===== config.mk =====
export PLATFORM = sky130hd
export DESIGN_NAME = multicycle_dispatcher_flat
export DESIGN_NICKNAME = d
export VERILOG_FILES = /design/src/rtl/multicycle_dispatcher_if.sv /design/src/rtl/multicycle_dispatcher.sv /design/src/flat_wrapper.sv
export SDC_FILE = /design/constraint.sdc
export NUM_CORES = 1
export LEC_CHECK = 0
export CAP_MARGIN = 20
export CORE_ASPECT_RATIO = 0.9
export CORE_MARGIN = 5
export CORE_UTILIZATION = 31
export CTS_BUF_LIST = sky130_fd_sc_hd__clkbuf_8
export CTS_CLUSTER_DIAMETER = 200
export DETAILED_ROUTE_END_ITERATION = 10
export GPL_TIMING_DRIVEN = 0
export REMOVE_ABC_BUFFERS = 1
export SLEW_MARGIN = 25
export SYNTH_ARGS = -nofsm -noshare
export SYNTH_HDL_FRONTEND = slang
export SYNTH_SLANG_ARGS = --single-unit

===== constraint.sdc =====
create_clock -name clock -period 6.85 [get_ports clock]
set_input_delay 1.7125 -clock clock [delete_from_list [all_inputs] [get_ports clock]]
set_output_delay 1.7125 -clock clock [all_outputs]
set_load 0.02 [all_outputs]

===== src/rtl/multicycle_dispatcher_if.sv =====
// Handshake and data bundle between the dispatcher, the main decoder/register file
// and the multicycle opcode unit.
interface multicycle_dispatcher_if;
    logic       run;
    logic       instr_valid;
    logic [7:0] instr;
    logic       instr_ready;
    logic [7:0] reg_a;
    logic [7:0] reg_b;
    logic [7:0] reg_c;
    logic [7:0] reg_d;
    logic [7:0] output_to_multicycle_opcode;
    logic [7:0] mc_op_x;
    logic [7:0] mc_op_y;
    logic       mc_start;
    logic       opcode_next_instruction_trigger;
    logic [7:0] output_from_multicycle_opcode;
    logic       stall;
    logic       wb_en;
    logic [1:0] wb_sel;
    logic [7:0] wb_data;
    logic       error;
    logic [1:0] error_code;

    // Dispatcher side
    modport master (
        input  run, instr_valid, instr, reg_a, reg_b, reg_c, reg_d,
               opcode_next_instruction_trigger, output_from_multicycle_opcode,
        output instr_ready, output_to_multicycle_opcode, mc_op_x, mc_op_y, mc_start,
               stall, wb_en, wb_sel, wb_data, error, error_code
    );

    // Decoder / register file / opcode unit side
    modport slave (
        output run, instr_valid, instr, reg_a, reg_b, reg_c, reg_d,
               opcode_next_instruction_trigger, output_from_multicycle_opcode,
        input  instr_ready, output_to_multicycle_opcode, mc_op_x, mc_op_y, mc_start,
               stall, wb_en, wb_sel, wb_data, error, error_code
    );
endinterface


===== src/rtl/multicycle_dispatcher.sv =====
// Issues multicycle instructions to the opcode unit, stalls the CPU while the op is in
// flight, and writes the result back to registers A-D.
module multicycle_dispatcher #(
    parameter int unsigned TIMEOUT_CYCLES = 255
) (
    input logic clock,
    input logic reset,
    multicycle_dispatcher_if.master bus
);
    localparam int unsigned CNT_W = $clog2(TIMEOUT_CYCLES);

    typedef enum logic [1:0] {IDLE, ISSUE, WAIT, WB} state_t;

    state_t           state, state_nxt;
    logic [CNT_W-1:0] wait_cnt;
    logic [7:0]       instr_q, op_x_q, op_y_q, wb_data_q;
    logic [1:0]       wb_sel_q, err_code_q;
    logic             err_q;

    logic [3:0] op;
    logic [7:0] sel_x, sel_y;
    logic       accept, op_illegal, op_div0, timed_out, result_in;

    function automatic logic [7:0] pick(input logic [1:0] s, input logic [7:0] a, b, c, d);
        case (s)
            2'd0:    return a;
            2'd1:    return b;
            2'd2:    return c;
            default: return d;
        endcase
    endfunction

    always_comb begin
        state_nxt  = state;
        accept     = 1'b0;
        timed_out  = 1'b0;
        result_in  = 1'b0;
        op         = bus.instr[7:4];
        // RAND carries its bound in the low nibble instead of register selects
        sel_x      = (op == 4'd5) ? '0 : pick(bus.instr[3:2], bus.reg_a, bus.reg_b, bus.reg_c, bus.reg_d);
        sel_y      = (op == 4'd5) ? {4'b0, bus.instr[3:0]}
                                  : pick(bus.instr[1:0], bus.reg_a, bus.reg_b, bus.reg_c, bus.reg_d);
        op_illegal = (op == 4'd0) || (op >= 4'd6);
        op_div0    = ((op == 4'd3) || (op == 4'd4)) && (sel_y == '0);
        case (state)
            IDLE: begin
                accept = bus.run & bus.instr_valid;
                if (accept && !op_illegal && !op_div0)
                    state_nxt = ISSUE;
            end
            ISSUE: state_nxt = WAIT;
            WAIT: begin
                if (bus.opcode_next_instruction_trigger) begin
                    result_in = 1'b1;
                    state_nxt = WB;
                end else if (wait_cnt == CNT_W'(TIMEOUT_CYCLES - 1)) begin
                    timed_out = 1'b1;
                    state_nxt = IDLE;
                end
            end
            WB:      state_nxt = IDLE;
            default: state_nxt = IDLE;
        endcase
    end

    always_ff @(posedge clock) begin
        if (!reset)
            state <= IDLE;
        else
            state <= state_nxt;
    end

    always_ff @(posedge clock) begin
        if (!reset) begin
            wait_cnt   <= '0;
            instr_q    <= '0;
            op_x_q     <= '0;
            op_y_q     <= '0;
            wb_data_q  <= '0;
            wb_sel_q   <= '0;
            err_code_q <= '0;
            err_q      <= 1'b0;
        end else begin
            err_q <= 1'b0;
            if (accept) begin
                instr_q <= bus.instr;
                op_x_q  <= sel_x;
                op_y_q  <= sel_y;
                if (op_illegal) begin
                    err_q      <= 1'b1;
                    err_code_q <= 2'b01;
                end else if (op_div0) begin
                    err_q      <= 1'b1;
                    err_code_q <= 2'b10;
                end
            end
            if (state == ISSUE)
                wait_cnt <= '0;
            else if (state == WAIT)
                wait_cnt <= wait_cnt + 1'b1;
            if (timed_out) begin
                err_q      <= 1'b1;
                err_code_q <= 2'b11;
            end
            if (result_in) begin
                wb_data_q <= bus.output_from_multicycle_opcode;
                wb_sel_q  <= (instr_q[7:4] == 4'd5) ? 2'b00 : instr_q[3:2];
            end
        end
    end

    assign bus.instr_ready                 = (state == IDLE);
    assign bus.stall                       = (state != IDLE);
    assign bus.mc_start                    = (state == ISSUE);
    assign bus.wb_en                       = (state == WB);
    assign bus.output_to_multicycle_opcode = instr_q;
    assign bus.mc_op_x                     = op_x_q;
    assign bus.mc_op_y                     = op_y_q;
    assign bus.wb_sel                      = wb_sel_q;
    assign bus.wb_data                     = wb_data_q;
    assign bus.error                       = err_q;
    assign bus.error_code                  = err_code_q;
endmodule


===== src/flat_wrapper.sv =====
// flat-port wrapper written by rule: the top's interface ports become plain ports
module multicycle_dispatcher_flat 
#(
    parameter int unsigned TIMEOUT_CYCLES = 255
)
  (clock, reset, bus_run, bus_instr_valid, bus_instr, bus_reg_a, bus_reg_b, bus_reg_c, bus_reg_d, bus_opcode_next_instruction_trigger, bus_output_from_multicycle_opcode, bus_instr_ready, bus_output_to_multicycle_opcode, bus_mc_op_x, bus_mc_op_y, bus_mc_start, bus_stall, bus_wb_en, bus_wb_sel, bus_wb_data, bus_error, bus_error_code);
  multicycle_dispatcher_if bus_i ();
  input logic clock;
  input logic reset;
  input wire logic [$bits(bus_i.run)-1:0] bus_run;
  input wire logic [$bits(bus_i.instr_valid)-1:0] bus_instr_valid;
  input wire logic [$bits(bus_i.instr)-1:0] bus_instr;
  input wire logic [$bits(bus_i.reg_a)-1:0] bus_reg_a;
  input wire logic [$bits(bus_i.reg_b)-1:0] bus_reg_b;
  input wire logic [$bits(bus_i.reg_c)-1:0] bus_reg_c;
  input wire logic [$bits(bus_i.reg_d)-1:0] bus_reg_d;
  input wire logic [$bits(bus_i.opcode_next_instruction_trigger)-1:0] bus_opcode_next_instruction_trigger;
  input wire logic [$bits(bus_i.output_from_multicycle_opcode)-1:0] bus_output_from_multicycle_opcode;
  output wire logic [$bits(bus_i.instr_ready)-1:0] bus_instr_ready;
  output wire logic [$bits(bus_i.output_to_multicycle_opcode)-1:0] bus_output_to_multicycle_opcode;
  output wire logic [$bits(bus_i.mc_op_x)-1:0] bus_mc_op_x;
  output wire logic [$bits(bus_i.mc_op_y)-1:0] bus_mc_op_y;
  output wire logic [$bits(bus_i.mc_start)-1:0] bus_mc_start;
  output wire logic [$bits(bus_i.stall)-1:0] bus_stall;
  output wire logic [$bits(bus_i.wb_en)-1:0] bus_wb_en;
  output wire logic [$bits(bus_i.wb_sel)-1:0] bus_wb_sel;
  output wire logic [$bits(bus_i.wb_data)-1:0] bus_wb_data;
  output wire logic [$bits(bus_i.error)-1:0] bus_error;
  output wire logic [$bits(bus_i.error_code)-1:0] bus_error_code;
  assign bus_i.run = bus_run;
  assign bus_i.instr_valid = bus_instr_valid;
  assign bus_i.instr = bus_instr;
  assign bus_i.reg_a = bus_reg_a;
  assign bus_i.reg_b = bus_reg_b;
  assign bus_i.reg_c = bus_reg_c;
  assign bus_i.reg_d = bus_reg_d;
  assign bus_i.opcode_next_instruction_trigger = bus_opcode_next_instruction_trigger;
  assign bus_i.output_from_multicycle_opcode = bus_output_from_multicycle_opcode;
  assign bus_instr_ready = bus_i.instr_ready;
  assign bus_output_to_multicycle_opcode = bus_i.output_to_multicycle_opcode;
  assign bus_mc_op_x = bus_i.mc_op_x;
  assign bus_mc_op_y = bus_i.mc_op_y;
  assign bus_mc_start = bus_i.mc_start;
  assign bus_stall = bus_i.stall;
  assign bus_wb_en = bus_i.wb_en;
  assign bus_wb_sel = bus_i.wb_sel;
  assign bus_wb_data = bus_i.wb_data;
  assign bus_error = bus_i.error;
  assign bus_error_code = bus_i.error_code;
  multicycle_dispatcher #(.TIMEOUT_CYCLES(TIMEOUT_CYCLES)) u_core (.clock(clock), .reset(reset), .bus(bus_i));
endmodule

* Word-level counts from Yosys, hierarchy flattened
Index checks and enable logic that the tools add are counted.
Cells by class: reduce and logical (&&, ||, !) cells 18, bitwise logic cells 2, shift operators 0, $add $sub $neg 1, order comparisons 1, divide/modulo/power cells 0, $mul 0, eq/ne operators 14, multiplexer cells 23
Operator list (number):
- case mux 8 bit (3 select lines) | 2
- 2-to-1 mux 2 bit | 8
- 2-to-1 mux 8 bit | 2
- equality test 4 x 3 -> 1 bit (second input constant) | 3
- 2-to-1 mux 1 bit | 10
- adder 8 x 1 -> 8 bit (second input constant) | 1
- equality test 2 bit (second input constant) | 4
- equality test 8 bit (second input constant) | 1
- logical NOT 8 bit | 1
- case mux 2 bit (4 select lines) | 1
- equality test 2 x 1 -> 1 bit (second input constant) | 3
- logical NOT 2 bit | 3
- equality test 4 x 2 -> 1 bit (second input constant) | 1
- >= comparator 4 x 3 -> 1 bit (second input constant) | 1
- logical NOT 4 bit | 1
- AND reduction 2 bit | 2
- nonzero test 2 bit | 2
- logical AND 1 bit | 3
- inequality test 3 x 2 -> 1 bit (second input constant) | 1
- nonzero test 3 bit | 1
- logical NOT 1 bit | 2
- logical OR 1 bit | 2
- inequality test 2 x 1 -> 1 bit (second input constant) | 1
- OR reduction 2 bit | 1
- 2 further kinds | 2
Storage, ports and cells: memory bits (writable) 0, latch bits 0, memories kept 0, logic and storage cells 68, register bits 47, ROM bits 0, output and inout bits 41

* Depth between registers and ports, before layout
Gate-level depths: netlist (run 1).
depth in word-level cells 9, depth in mapped cells 7, mapped depth without buffers 7

* Worst setup path before layout (run 1)
Ideal clock, no wire load.
path type input to register, start input bus_instr[0], end register u_core.err_code_q[1], in the netlist u_core.bus.error_code[1], arrival time 3.276 ns, stages on the path 6, buffers on the path 1, required time 6.790 ns, setup slack 3.514 ns, cell sequence buf_6 -> mux4_2 -> nor4_2 -> mux2i_1 -> nor4_2 -> o221a_1
On the way: longest elaborated chain between the ends 7, elaborated cells on any way between the ends 9, classes of those cells 2 x eq/ne; 2 x mux; 5 x reduce/logical
Ends and longest elaborated chain:
- start: declaration | line flat_wrapper.sv:12 | input wire logic [$bits(bus_i.instr)-1:0] bus_instr;
- equality test 2 bit (tied with other cells) | line multicycle_dispatcher.sv:25 | case (s)
- case mux 8 bit (3 select lines) | line multicycle_dispatcher.sv:25
- 2-to-1 mux 8 bit * | line multicycle_dispatcher.sv:41 | sel_y = (op == 4'd5) ? {4'b0, bus.instr[3:0]}
- logical NOT 8 bit * | line multicycle_dispatcher.sv:44 | op_div0 = ((op == 4'd3) || (op == 4'd4)) && (sel_y == '0);
- logical AND 1 bit * | line multicycle_dispatcher.sv:44
- nonzero test 3 bit (no source line) *
- AND reduction 2 bit (no source line) *
- end signal: assignment | line multicycle_dispatcher.sv:81 | err_code_q <= '0;
- end signal: assignment | line multicycle_dispatcher.sv:91 | err_code_q <= 2'b01;
- end signal: assignment | line multicycle_dispatcher.sv:94 | err_code_q <= 2'b10;
- end: declaration | line multicycle_dispatcher.sv:17 | logic [1:0] wb_sel_q, err_code_q;
Mark *: on every way between the ends. The rest lies on a longest branch, timed or not. A chain may end at the register's enable or synchronous reset.

* Final worst setup path (run 1)
Ends and elaborated chain as after synthesis.

==> impl_metrics.ini, run 1 <==
[sta]
tightestPinTransition_ns = 0.8340
fin_crit_sh_pct = 59.96
hold_violations = 0
slew_headroom_pct = 44.29
period_needed_ns = 4.107
fin_skew_ns = 0.004928
finalSetupTns_ns = 0
layout_setup_ws_ns = 2.743
max_freq_mhz = 243.5
finalSetupViolations = 0
maxSlewViolCount = 0
rsz0062_at_grt = no
fin_hold_ws_ns = 0.4553

[floorplanning]
die_w_microns = 104.6
fp-row-count = 31
die_area_sq_um = 9954
coreArea_sq_um = 7951
die_y_microns = 95.15
ios = 94
start_util_pct = 31.41

[drt]
wire_per_inst_microns = 15.35
drcViolationCount = 0
firstDrtPassIters = 4
drtIter0Drc = 39
antenna_left = 0
wl_met1_microns = 2880
top_layer = met4
vias = 2152
routed-wl-met3_microns = 700
via_per_inst = 5.040
dr_wl_met2_microns = 2914
totalWireLength_microns = 6554

[logic_synthesis]
async_reset_ff_share_pct = 0
synthCells = 246
synth_top_family_by_area = simple AND/OR/NAND/NOR gates
synth_cell_types = 48
syn_area_per_cell_sq_um = 10.15
synth-seq-cells = 47
synthTopCellsByArea = dfxtp_1 (38%), mux4_2 (12%), a21boi_1 (5.1%)
synth_xor_area_share_pct = 1.403
synth_area_sq_um = 2497
synth_mux_area_share_pct = 17.28
synthSimpleGateAreaFrac_pct = 21.29
synth_edf_count = 0
synth_warnings = 0
synth_compound_area_share_pct = 15.68
synthAdderAreaFrac_pct = 1.002
synth_top_area_share_pct = 37.68
synth_seq_area_share_pct = 37.68
synthFlopType = dfxtp_1
synth_top_cell_by_area = dfxtp_1

[cts]
clk_latency_ns = 0.29
cts_tree = built
clk_path_buf_depth = 2
clkTransAtPathRegs_ns = 0.09
root_buffer = clkbuf_8
cts.sinks = 47
cts_setup_buffers = 0
ctsHoldBuffers = 0
htreeDepth = 2
cts_buffers = 5
cts.repair.resized = 0

[setup_path]
worst_setup_path_start_kind = primary input
path_cells = clkdlybuf4s50_1, mux4_2, nor4_1, nor2_1, nor4_2, o221a_1
arrival_ns = 4.35
cp-end-kind = register
path_max_fanout = 11
max_stage_delay_ns = 0.86
cp.required_ns = 7.09
slowest_stage = clkdlybuf4s50_1
crit_type = in2reg

[placed_design]
place_ws_ns = 2.344
dp_hpwl_microns = 4904
gp_congestion = 0.7555
io_buffers = 93
post_dp_cell_area_sq_um = 3421

[cells_and_area]
antenna-diode-count = 0
fin_nets = 383
multi_input_area_sq_um = 1418
stdcell_area_sq_um = 3511
fillers = 779
final_cell_mix = clkdlybuf4s50_1 (92), dfxtp_1 (47), nand2_1 (34)
final_common_cell = clkdlybuf4s50_1
utilization_pct = 44.15
area_delta_synth_final_pct = 40.58
drive_gt1_share_pct = 9.146
seq_area_sq_um = 940.9

[global_route]
grt_max_degree = 45
grt_use_total_pct = 13.23
grt_pass1_wl_microns = 10630
antenna_found_initial = 0
grt-ovfl-total = 0
grt_pass1_vias = 2172

[status]
status = complete, no violations

[power]
power_density_nw_per_um2 = 187.1
leakage_nw = 1.220
vdd_ir_drop_max_v = 0.00007339

[min_path]
min_path_type = reg2reg

[job]
cap_violations = 0
path summary, 6_finish.rpt:
check | startpoint | end | slack [ns] | cells after the start
setup / recovery | bus_instr[0] | u_core.bus.error_code[1]$_SDFFE_PN0P_ | 2.74 | 6
hold reg to reg | u_core.bus.wb_data[6]$_SDFFE_PN0P_ | u_core.bus.wb_data[6]$_SDFFE_PN0P_ | 0.46 | 2
setup reg to reg | u_core.state[1]$_SDFFE_PN0P_ | u_core.wait_cnt[5]$_SDFFE_PP0P_ | 4.57 | 4
hold / removal | u_core.bus.wb_data[6]$_SDFFE_PN0P_ | u_core.bus.wb_data[6]$_SDFFE_PN0P_ | 0.46 | 2
logic make-up after synthesis:
logic type                 after synthesis
AOI/OAI and AO/OA                       53
xor gates and xnor gates                 4
adders and majority gates                2
buffers and inverters                   22
DFF                                     47
muxes                                   22
and+or+nand+nor                         96
sequential cells by signal, indices dropped and copies added (netlist names):
register and count:
u_core.bus.mc_op_y 8, u_core.bus.output_to_multicycle_opcode 8, u_core.wait_cnt 8, u_core.state 2, u_core.bus.error_code 2, u_core.bus.wb_sel 2, u_core.bus.error 1, u_core.bus.wb_data 8
u_core.bus.mc_op_x 8
cells in the mapped netlist, types with 2 or more instances:
cell / count
ha_1: 2
dfxtp_1: 47
nor2_1: 8
mux2i_1: 6
nor3_1: 2
nor2b_1: 18
xor2_1: 2
a21oi_1: 6
nand4_1: 2
xnor2_1: 2
o21ai_1: 2
clkbuf_1: 9
mux4_1: 3
buf_6: 4
or3_1: 3
nand3_1: 9
buf_2: 2
nor4_1: 2
a22oi_1: 15
mux4_2: 13
inv_1: 3
nand2b_1: 4
a21boi_1: 17
nand3b_1: 3
o211a_1: 4
nor4_2: 2
nand2_1: 34
a21o_2: 2
where the power goes:
group	switching [mW]	total, mW	internal [mW]
registers	0.0148	0.304	0.289
clock network	0.0911	0.170	0.0794
logic	0.0872	0.182	0.0951
total	0.193	0.657	0.464
layout make-up:
cell class	instances	area share (%)
well taps	99	3.528
multi-input cells	177	40.38
repair buffers	93	26.37
inverters	4	0.4277
clock inverters	1	0.1426
clock buffers	6	2.352
flip-flops and latches	47	26.80
critical path, delay by kind of cell:
family,cells,cell delay (ns)
buf+inv,1,0.86
mux,1,0.60
simple gates,3,0.93
compound gates,1,0.24
through the flow:
stage / total power, mW / std cells
2_1_floorplan: 0.3991 / 228
3_3_place_gp: 0.4940 / 420
3_5_place_dp: 0.4942 / 420
4_1_cts: 0.6690 / 427
5_1_grt: 0.6961 / 427
6_report: 0.6570 / 427
per-layer routing:
metal / GRT usage, % / vias up
li1: - / 1062
met1: 16.05 / 1008
met2: 20.99 / 78
met3: 6.432 / 4
met4: 3.834 / 0
met5: 0 / -
Note: power is estimated with default switching activity, not from simulation.
==> run 2: changes to the inputs <==
==> constraint.sdc (replaced) <==
create_clock -name clock -period 3.5 [get_ports clock]
set_input_delay 0.875 -clock clock [delete_from_list [all_inputs] [get_ports clock]]
set_output_delay 0.875 -clock clock [all_outputs]
set_load 0.02 [all_outputs]
==> results of run 2 <==
Same layout as run 1 (identical final DEF). Status: complete, no violations.
Among the figures that moved: setup slack after placement 2.344 ns -> -0.1686 ns; setup slack after layout 2.743 ns -> 0.2303 ns; register-to-register setup slack 4.57 ns -> 1.22 ns; total power 0.6570 mW -> 1.286 mW; worst IR drop on VDD 0.00007339 V -> 0.0001436 V
